==> config.mk <==
export PLATFORM = sky130hd
export DESIGN_NAME = cpu_controller
export DESIGN_NICKNAME = d
export VERILOG_FILES = /design/src/rtl/cpu_pkg.sv /design/src/rtl/cpu_controller_instr_decoder.sv /design/src/rtl/cpu_controller.sv
export SDC_FILE = /design/constraint.sdc
export NUM_CORES = 1
export LEC_CHECK = 0
export CORE_MARGIN = 1
export CORE_UTILIZATION = 44
export DETAILED_ROUTE_END_ITERATION = 10
export PLACE_DENSITY = 0.79
export SLEW_MARGIN = 20
export SYNTH_ARGS = -nofsm -noshare
export SYNTH_HDL_FRONTEND = slang
export SYNTH_SLANG_ARGS = --single-unit
==> constraint.sdc <==
create_clock -name clk -period 1.9 [get_ports clk]
set_input_delay 0.38 -clock clk [delete_from_list [all_inputs] [get_ports clk]]
set_output_delay 0.38 -clock clk [all_outputs]
set_load 0.01 [all_outputs]
==> src/rtl/cpu_pkg.sv <==
// rtl/cpu_pkg.sv - shared states, opcodes, writeback selects and control-word helper
package cpu_pkg;

  typedef enum logic [2:0] {
    WAIT,
    DECODE,
    WRITE_IMM,
    LOAD_A,
    LOAD_B,
    EXEC,
    WRITE_REG
  } state_t;

  typedef enum logic [2:0] {
    CL_ILLEGAL,
    CL_MOV_IMM,
    CL_MOV_REG,
    CL_ADD,
    CL_CMP,
    CL_AND,
    CL_MVN
  } iclass_t;

  localparam logic [2:0] OPC_MOV    = 3'b110;
  localparam logic [2:0] OPC_ALU    = 3'b101;
  localparam logic [1:0] OP_MOV_IMM = 2'b10;
  localparam logic [1:0] OP_MOV_REG = 2'b00;
  localparam logic [1:0] OP_ADD     = 2'b00;
  localparam logic [1:0] OP_CMP     = 2'b01;
  localparam logic [1:0] OP_AND     = 2'b10;
  localparam logic [1:0] OP_MVN     = 2'b11;

  localparam logic [1:0] WB_C     = 2'b00;
  localparam logic [1:0] WB_PC    = 2'b01;
  localparam logic [1:0] WB_IMM8  = 2'b10;
  localparam logic [1:0] WB_MDATA = 2'b11;

  typedef struct packed {
    logic [2:0] r_addr;
    logic [2:0] w_addr;
    logic       w_en;
    logic       en_a;
    logic       en_b;
    logic       en_c;
    logic       en_status;
    logic [1:0] wb_sel;
    logic       sel_a;
    logic       sel_b;
    logic [1:0] shift_op;
    logic [1:0] alu_op;
  } ctrl_t;

  // Moore control word for a given state; everything not listed stays zero
  function automatic ctrl_t ctrl_for(input state_t st, input iclass_t cl,
                                     input logic [1:0] op, input logic [2:0] rn,
                                     input logic [2:0] rd, input logic [1:0] sh,
                                     input logic [2:0] rm);
    ctrl_t c;
    c = '0;
    case (st)
      LOAD_A: begin
        c.r_addr = rn;
        c.en_a   = 1'b1;
      end
      LOAD_B: begin
        c.r_addr = rm;
        c.en_b   = 1'b1;
      end
      EXEC: begin
        c.shift_op  = sh;
        c.alu_op    = (cl == CL_MOV_REG) ? 2'b00 : op;
        c.sel_a     = (cl == CL_MOV_REG);
        c.en_c      = (cl != CL_CMP);
        c.en_status = (cl == CL_CMP);
      end
      WRITE_REG: begin
        c.w_addr = rd;
        c.wb_sel = WB_C;
        c.w_en   = 1'b1;
      end
      WRITE_IMM: begin
        c.w_addr = rn;
        c.wb_sel = WB_IMM8;
        c.w_en   = 1'b1;
      end
      default: c = '0;
    endcase
    return c;
  endfunction

endpackage

==> src/rtl/cpu_controller_instr_decoder.sv <==
// rtl/cpu_controller_instr_decoder.sv - field extraction, instruction class and immediates
module instr_decoder
  import cpu_pkg::*;
(
  input  logic [15:0] ir,
  output iclass_t     iclass,
  output logic [1:0]  op,
  output logic [2:0]  rn,
  output logic [2:0]  rd,
  output logic [1:0]  sh,
  output logic [2:0]  rm,
  output logic [15:0] sximm8,
  output logic [15:0] sximm5
);

  assign op     = ir[12:11];
  assign rn     = ir[10:8];
  assign rd     = ir[7:5];
  assign sh     = ir[4:3];
  assign rm     = ir[2:0];
  assign sximm8 = {{8{ir[7]}}, ir[7:0]};
  assign sximm5 = {{11{ir[4]}}, ir[4:0]};

  // classify opcode/op pairs; anything outside the ISA is illegal
  always_comb begin
    iclass = CL_ILLEGAL;
    if (ir[15:13] == OPC_MOV) begin
      if (op == OP_MOV_IMM)      iclass = CL_MOV_IMM;
      else if (op == OP_MOV_REG) iclass = CL_MOV_REG;
    end else if (ir[15:13] == OPC_ALU) begin
      case (op)
        OP_ADD:  iclass = CL_ADD;
        OP_CMP:  iclass = CL_CMP;
        OP_AND:  iclass = CL_AND;
        default: iclass = CL_MVN;
      endcase
    end
  end

endmodule

==> src/rtl/cpu_controller.sv <==
// rtl/cpu_controller.sv - instruction register and Moore sequencer driving the datapath
module cpu_controller
  import cpu_pkg::*;
(
  input  logic        clk,
  input  logic        rst_n,
  input  logic [15:0] in,
  input  logic        load,
  input  logic        s,
  output logic        w,
  output logic [2:0]  r_addr,
  output logic [2:0]  w_addr,
  output logic        w_en,
  output logic        en_A,
  output logic        en_B,
  output logic        en_C,
  output logic        en_status,
  output logic [1:0]  wb_sel,
  output logic        sel_A,
  output logic        sel_B,
  output logic [1:0]  shift_op,
  output logic [1:0]  ALU_op,
  output logic [15:0] sximm8,
  output logic [15:0] sximm5
);

  state_t      state;
  logic [15:0] ir;
  ctrl_t       ctrl_q;
  iclass_t     iclass;
  logic [1:0]  op;
  logic [2:0]  rn;
  logic [2:0]  rd;
  logic [1:0]  sh;
  logic [2:0]  rm;

  instr_decoder u_dec (
    .ir     (ir),
    .iclass (iclass),
    .op     (op),
    .rn     (rn),
    .rd     (rd),
    .sh     (sh),
    .rm     (rm),
    .sximm8 (sximm8),
    .sximm5 (sximm5)
  );

  // control word for the state being entered, from the current (stable) IR
  function automatic ctrl_t ctl(input state_t nx);
    return ctrl_for(nx, iclass, op, rn, rd, sh, rm);
  endfunction

  // sequencer: IR capture only while idle, outputs registered alongside the state
  always_ff @(posedge clk) begin
    if (!rst_n) begin
      state  <= WAIT;
      ir     <= '0;
      ctrl_q <= '0;
    end else begin
      case (state)
        WAIT: begin
          if (load) ir <= in;
          if (s) begin
            state  <= DECODE;
            ctrl_q <= ctl(DECODE);
          end
        end
        DECODE: begin
          case (iclass)
            CL_MOV_IMM: begin
              state  <= WRITE_IMM;
              ctrl_q <= ctl(WRITE_IMM);
            end
            CL_ADD, CL_CMP, CL_AND: begin
              state  <= LOAD_A;
              ctrl_q <= ctl(LOAD_A);
            end
            CL_MOV_REG, CL_MVN: begin
              state  <= LOAD_B;
              ctrl_q <= ctl(LOAD_B);
            end
            default: begin
              state  <= WAIT;
              ctrl_q <= ctl(WAIT);
            end
          endcase
        end
        LOAD_A: begin
          state  <= LOAD_B;
          ctrl_q <= ctl(LOAD_B);
        end
        LOAD_B: begin
          state  <= EXEC;
          ctrl_q <= ctl(EXEC);
        end
        EXEC: begin
          if (iclass == CL_CMP) begin
            state  <= WAIT;
            ctrl_q <= ctl(WAIT);
          end else begin
            state  <= WRITE_REG;
            ctrl_q <= ctl(WRITE_REG);
          end
        end
        default: begin
          state  <= WAIT;
          ctrl_q <= ctl(WAIT);
        end
      endcase
    end
  end

  // enables are gated by reset so a reset edge never commits a write
  assign w         = (state == WAIT);
  assign r_addr    = ctrl_q.r_addr;
  assign w_addr    = ctrl_q.w_addr;
  assign w_en      = ctrl_q.w_en & rst_n;
  assign en_A      = ctrl_q.en_a & rst_n;
  assign en_B      = ctrl_q.en_b & rst_n;
  assign en_C      = ctrl_q.en_c & rst_n;
  assign en_status = ctrl_q.en_status & rst_n;
  assign wb_sel    = ctrl_q.wb_sel;
  assign sel_A     = ctrl_q.sel_a;
  assign sel_B     = ctrl_q.sel_b;
  assign shift_op  = ctrl_q.shift_op;
  assign ALU_op    = ctrl_q.alu_op;

endmodule

Word-level counts from Yosys, hierarchy flattened
Cells that the tools add are included.
{"block": "classes", "n_eq_ne": 16, "muxes": 14, "bitwise": 5, "n_reduce_logical": 5}
{"cell": "one-hot mux 19 bit (5 select lines)", "count": 1}
{"cell": "one-hot mux 19 bit (3 select lines)", "count": 1}
{"cell": "equality test 3 bit (second input constant)", "count": 7}
{"cell": "two-way mux 19 bit", "count": 1}
{"cell": "one-hot mux 3 bit (3 select lines)", "count": 2}
{"cell": "two-way mux 16 bit", "count": 1}
{"cell": "two-way mux 3 bit", "count": 5}
{"cell": "one-hot mux 3 bit (5 select lines)", "count": 1}
{"cell": "equality test 3 x 2 -> 1 bit (second input constant)", "count": 3}
{"cell": "equality test 3 x 1 -> 1 bit (second input constant)", "count": 2}
{"cell": "bitwise AND 1 bit", "count": 5}
{"cell": "two-way mux 2 bit", "count": 2}
{"cell": "zero test 3 bit", "count": 1}
{"cell": "!= test 3 bit (second input constant)", "count": 1}
{"cell": "OR reduction 3 bit", "count": 1}
{"cell": "equality test 2 x 1 -> 1 bit (second input constant)", "count": 1}
{"cell": "equality test 2 bit (second input constant)", "count": 1}
{"cell": "zero test 2 bit", "count": 1}
{"cell": "!= test 2 bit (second input constant)", "count": 1}
{"cell": "AND reduction 2 bit", "count": 1}
{"cell": "OR reduction 2 bit", "count": 1}
{"block": "totals", "regBits": 38, "inputBits": 20, "out_inout_bits": 52, "word_cells": 54}

Logic depth before layout (Yosys ltp)
{"block": "logic_depth", "word_depth": 8, "depth_mapped": 7, "depth_no_buf": 7}

By module
Synthesis repeated with hierarchy kept, for this count alone.
{"block": "hier_totals", "hier_cells": 251, "area_unflattened_um2": 2109.5}
{"mod": "cpu_controller", "n_inst": 1, "cells_each": 193, "area_per_inst_um2": 1671.6, "seq_area_each_um2": 720.7}
{"mod": "instr_decoder", "n_inst": 1, "cells_each": 58, "area_per_inst_um2": 437.9, "seq_area_each_um2": 0.0}

Worst setup path before layout
Ideal clock, no wire load.
{"block": "synth_timing", "kind": "register to register", "from": "register ir[11]", "to": "register ctrl_q, in the netlist ALU_op[0]", "setup_time_ns": 0.117, "arrival_time_ns": 1.502, "required_time_ns": 1.783, "setup_slack_ns": 0.281, "path_stages_with_launch": 8, "n_path_buf": 0, "period_less_slack_ns": 1.619, "cell_sequence": "dfxtp_1 inv_1 ha_1 nor4bb_1 o21ai_0 nor3_1 nor2_1 a22o_1"}
{"block": "synth_between", "elab_chain_len": 7, "word_cells_on_any_way": 11, "classes_between": "3 x eq/ne; 7 x mux; 1 x reduce/logical"}
{"element": "start: declaration", "line_no": "cpu_controller.sv:28", "rtl": "logic [15:0] ir;"}
{"element": "start signal: assignment", "line_no": "cpu_controller.sv:63", "rtl": "if (load) ir <= in;"}
{"element": "equality test 2 bit (tied with other cells)", "line_no": "cpu_controller_instr_decoder.sv:28, cpu_controller_instr_decoder.sv:31"}
{"element": "one-hot mux 3 bit (3 select lines) / two-way mux 2 bit (equally long branches)", "line_no": "cpu_controller_instr_decoder.sv:31, cpu_controller_instr_decoder.sv:29"}
{"element": "two-way mux 3 bit (on tied branches)", "line_no": "cpu_controller_instr_decoder.sv:30, cpu_controller_instr_decoder.sv:28"}
{"element": "two-way mux 3 bit", "line_no": "cpu_controller_instr_decoder.sv:27", "rtl": "if (ir[15:13] == OPC_MOV) begin"}
{"element": "equality test 3 x 2 -> 1 bit", "line_no": "cpu_pkg.sv:71, cpu_controller.sv:70"}
{"element": "two-way mux 2 bit (*)", "line_no": "cpu_pkg.sv:71", "rtl": "c.alu_op = (cl == CL_MOV_REG) ? 2'b00 : op;"}
{"element": "one-hot mux 19 bit (5 select lines) (*)", "line_no": "cpu_controller.sv:61", "rtl": "case (state)"}
{"element": "end signal: assignment", "line_no": "cpu_controller.sv:66", "rtl": "ctrl_q <= ctl(DECODE);"}
{"element": "end signal: assignment", "line_no": "cpu_controller.sv:73", "rtl": "ctrl_q <= ctl(WRITE_IMM);"}
{"element": "end signal: assignment", "line_no": "cpu_controller.sv:77", "rtl": "ctrl_q <= ctl(LOAD_A);"}
{"element": "end: declaration", "line_no": "cpu_controller.sv:29", "rtl": "ctrl_t ctrl_q;"}
Every way passes the cells marked *; elsewhere a longest branch is shown, timed or not.
A chain may end at the register's enable or synchronous reset.

Worst setup path after layout
{"block": "layout_timing", "from": "register ir[11]", "to": "register ctrl_q, in the netlist r_addr[0]"}
{"block": "layout_between", "elab_chain_len": 8, "word_cells_on_any_way": 18, "classes_between": "8 x eq/ne; 7 x mux; 3 x reduce/logical"}
{"element": "equality test 2 bit (tied with other cells)", "line_no": "cpu_controller_instr_decoder.sv:28, cpu_controller_instr_decoder.sv:31"}
{"element": "one-hot mux 3 bit (3 select lines) / two-way mux 2 bit (equally long branches)", "line_no": "cpu_controller_instr_decoder.sv:31, cpu_controller_instr_decoder.sv:29"}
{"element": "two-way mux 3 bit (on tied branches)", "line_no": "cpu_controller_instr_decoder.sv:30, cpu_controller_instr_decoder.sv:28"}
{"element": "two-way mux 3 bit (*)", "line_no": "cpu_controller_instr_decoder.sv:27"}
{"element": "equality test 3 bit (tied with other cells)", "line_no": "cpu_controller.sv:70, cpu_controller.sv:98"}
{"element": "OR reduction 3 bit / OR reduction 2 bit (equally long branches)", "line_no": "cpu_controller.sv:70", "rtl": "case (iclass)"}
{"element": "one-hot mux 19 bit (3 select lines) (*)", "line_no": "cpu_controller.sv:70"}
{"element": "one-hot mux 19 bit (5 select lines) (*)", "line_no": "cpu_controller.sv:61"}
{"element": "end signal: assignment", "line_no": "cpu_controller.sv:66"}
{"element": "end signal: assignment", "line_no": "cpu_controller.sv:73"}
{"element": "end signal: assignment", "line_no": "cpu_controller.sv:100", "rtl": "ctrl_q <= ctl(WAIT);"}
Marked as above.

==> impl_metrics.toml <==
[placement]
dpl_worst_slack_ns = -0.182
portBuffers = 69
post-dp-hpwl_mm = 3.07
gp_congestion = 0.913

[clock_network]
clk_pin_slew_worst_paths_ns = 0.07
cts_max_level = 2
clk_latency_ns = 0.28
cts_buffers = 5
clockBufferDepth = 2
cts_tree = "built"
cts_hold_buf = 0
cts.sinks = 36
clockRootBuffer = "clkbuf_8"

[yosys]
yosys_warnings = 0
synth_top_family_by_area = "compound AO/OA/AOI/OAI gates"
synth-seq-cells = 36
avgSynthCellArea_sq_um = 8.56
synth_compound_area_share_pct = 21.4
ys_seq_area_share_pct = 36.8
synth.top_cell.area_share_pct = 36.8
synthFlopType = "dfxtp_1"
synth_edf_count = 0
synth_area_leaders = "dfxtp_1, buf_4, nand2_1"
synth.most_common_cell = "buf_4"
synth_commonest_cells = "buf_4, nand2_1, dfxtp_1"
yosys.area_share.xor_xnor_pct = 0
async_flop_share_pct = 0
yosys.area_share.adder_pct = 1.92
synth.largest_area_cell = "dfxtp_1"
synthCells = 229
yosys.area_share.simple_pct = 19.3
synth_area_sq_um = 1960
synthMuxAreaShare_pct = 0
synthDistinctLibCells = 40

[layout]
drive_gt1_share_pct = 15.0
multiInputGateArea_sq_um = 898
nNetsFinal = 289
register_area_sq_um = 726
area_delta_synth_final_pct = 32.8
antenna_cells = 0
fillers = 378

[power_and_ir_drop]
p_sw_share_pct = 25.1
p_comb_share_pct = 17.2
powerDensity_nw_per_um2 = 636
switchingPower_mw = 0.416
p_seq_share_pct = 49.2
p_int_mw = 1.24
p_leak_nw = 1.00
peakVddDrop_mv = 0.410
clockPowerShare_pct = 33.6
total_power_mw = 1.65

[route]
dr.pass1.iters = 4
wl_mm = 4.23
dr.max_layer_used = "met4"
wl_met2_mm = 2.04
wire_per_inst_microns = 13.3
dr_total_vias = 1590
drc = 0
first_iter_violations = 77
wl_met1_mm = 1.93
antenna_left = 0
vias_per_cell = 5.02
wl_met3_microns = 209

[job]
drv_cap = 0

[setup_path]
crit_buf_inv = 1
cp.required_ns = 2.05
critPathArrivalTime_ns = 2.00
crit_type = "flip-flop to flip-flop"
endpoint_kind = "flip-flop"
worst_setup_path_start_kind = "flip-flop"
startpoint = "ir[11]$_SDFFE_PN0P_"
crit_path_max_fanout = 6
timing.rr.start = "ir[11]$_SDFFE_PN0P_"
slowest_stage = "dfxtp_1"
crit_chain = "inv_2 -> ha_2 -> and3b_2 -> o21ba_1 -> and3_2 -> a22oi_1 -> o21ai_0"
critPathTopFamily = "simple AND/OR/NAND/NOR gates"
slowest_delay_ns = 0.33

[sta]
final_max_slew_viol_count = 0
fin_setup_tns_ns = 0
worst_slew_pin_slew_ns = 0.519
fin_ws_ns = 0.0480
max_freq_ghz = 0.540
hold_viol = 0
skew_ns = 0.00725
timing.slew.headroom_pct = 65.3
setup_viol = 0
period_needed_ns = 1.85
post-route-period-util_pct = 97.5

[outcome]
run_status = "complete, no violations"

[floorplanning]
initial_core_util_pct = 47.3
die_y_microns = 68.7
core_area_sq_um = 4140
std_cell_rows = 23
die_x_microns = 68.7
ioPinCount = 72
die_area_sq_um = 4720

[hold_path]
hold_path_startpoint = "ctrl_q[10]$_SDFFE_PN0P_"
min_path_type = "flip-flop to flip-flop"

[grt]
grt_pass1_vias = 1414
grt_max_degree = 23
antenna_found_initial = 0
grt_usage_pct = 19.0
grt_pass1_wl_mm = 6.42
grt_remaining_overflow = 0
==> path summary, 6_finish.rpt <==
kind	end	slack, ns	cells after the start
setup / recovery	r_addr[0]$_SDFFE_PN0P_	0.05	7
setup reg to reg	r_addr[0]$_SDFFE_PN0P_	0.05	7
hold / removal	ctrl_q[10]$_SDFFE_PN0P_	0.45	2
hold reg to reg	ctrl_q[10]$_SDFFE_PN0P_	0.45	2
==> sequential cells by signal, summed over array words and instances, names as in the netlist <==
| signal | flops |
|---|---|
| ctrl_q | 5 |
| r_addr | 3 |
| shift_op | 2 |
| ir | 16 |
| ALU_op | 2 |
| wb_sel | 1 |
| w_addr | 3 |
| sel_A | 1 |
| state | 3 |
==> metrics by stage <==
| stage | hold WS (ns) | cells | utilization, % | area, sq um |
|---|---|---|---|---|
| 2_1_floorplan | 0.430 | 230 | - | 1960 |
| 3_3_place_gp | 0.448 | 308 | 58.8 | 2440 |
| 3_5_place_dp | 0.445 | 308 | 58.8 | 2440 |
| 4_1_cts | 0.454 | 316 | 61.1 | 2530 |
| 5_1_grt | 0.495 | 317 | 62.8 | 2600 |
| 6_report | 0.452 | 317 | 62.8 | 2600 |
==> layout by cell type (no fill, tap or decap), types with 2 or more instances in the layout <==
cell / instances
nor3_1: 4
a21boi_1: 3
o21ai_0: 7
a22o_1: 9
and2_1: 6
nand2_1: 41
clkbuf_8: 6
nor2b_1: 3
dfxtp_1: 32
buf_4: 12
nor2_1: 4
a21oi_1: 3
a21boi_0: 15
dfxtp_2: 4
clkdlybuf4s50_1: 67
inv_1: 3
a22oi_1: 6
ha_4: 2
o21ai_2: 2
conb_1: 2
a21o_1: 5
nor4_2: 2
==> tightest hold or removal path, stage by stage (launching register included) <==
cell and delay, ns:
dfxtp_1 0.31, nand2_1 0.05, a21boi_1 0.05
==> power groups by stage <==
stage / combinational [mW] / sequential, mW / clock (mW)
floorplan: 0.179 / 0.815 / 0
global placement: 0.266 / 0.826 / 0
detailed placement: 0.270 / 0.828 / 0
CTS: 0.270 / 0.811 / 0.569
global route: 0.311 / 0.818 / 0.608
finish: 0.285 / 0.814 / 0.555
==> cell type report <==
| cell class | count | area share, % |
|---|---|---|
| inverters | 5 | 0.722 |
| well taps | 50 | 2.41 |
| flip-flops and latches | 36 | 27.9 |
| repair buffers | 82 | 30.8 |
| clock buffers | 7 | 3.32 |
| clock inverters | 1 | 0.289 |
| multi-input cells | 136 | 34.5 |
==> logic make-up (layout without fill, tap and decap cells) <==
kind of cell / Yosys count / in the layout
AND/OR/NAND/NOR: 73 / 73
AO/OA/AOI/OAI: 58 / 58
buffers and inverters: 58 / 95
flip-flops: 36 / 36
adder cells (fa/ha/maj): 3 / 3
other: 1 / 2
==> metal layers <==
layer	vias to the layer above	GRT usage [%]
li1	814	-
met1	719	24.3
met2	52	30.4
met3	5	4.11
met4	0	9.18
met5	-	0
==> what timing repair did <==
action	in CTS	in global routing
setup buffers	0	1
pin swaps	0	2
gates resized for setup	3	15
endpoints found under the setup margin	6	26
No activity file was read; power rests on OpenSTA's default activity.
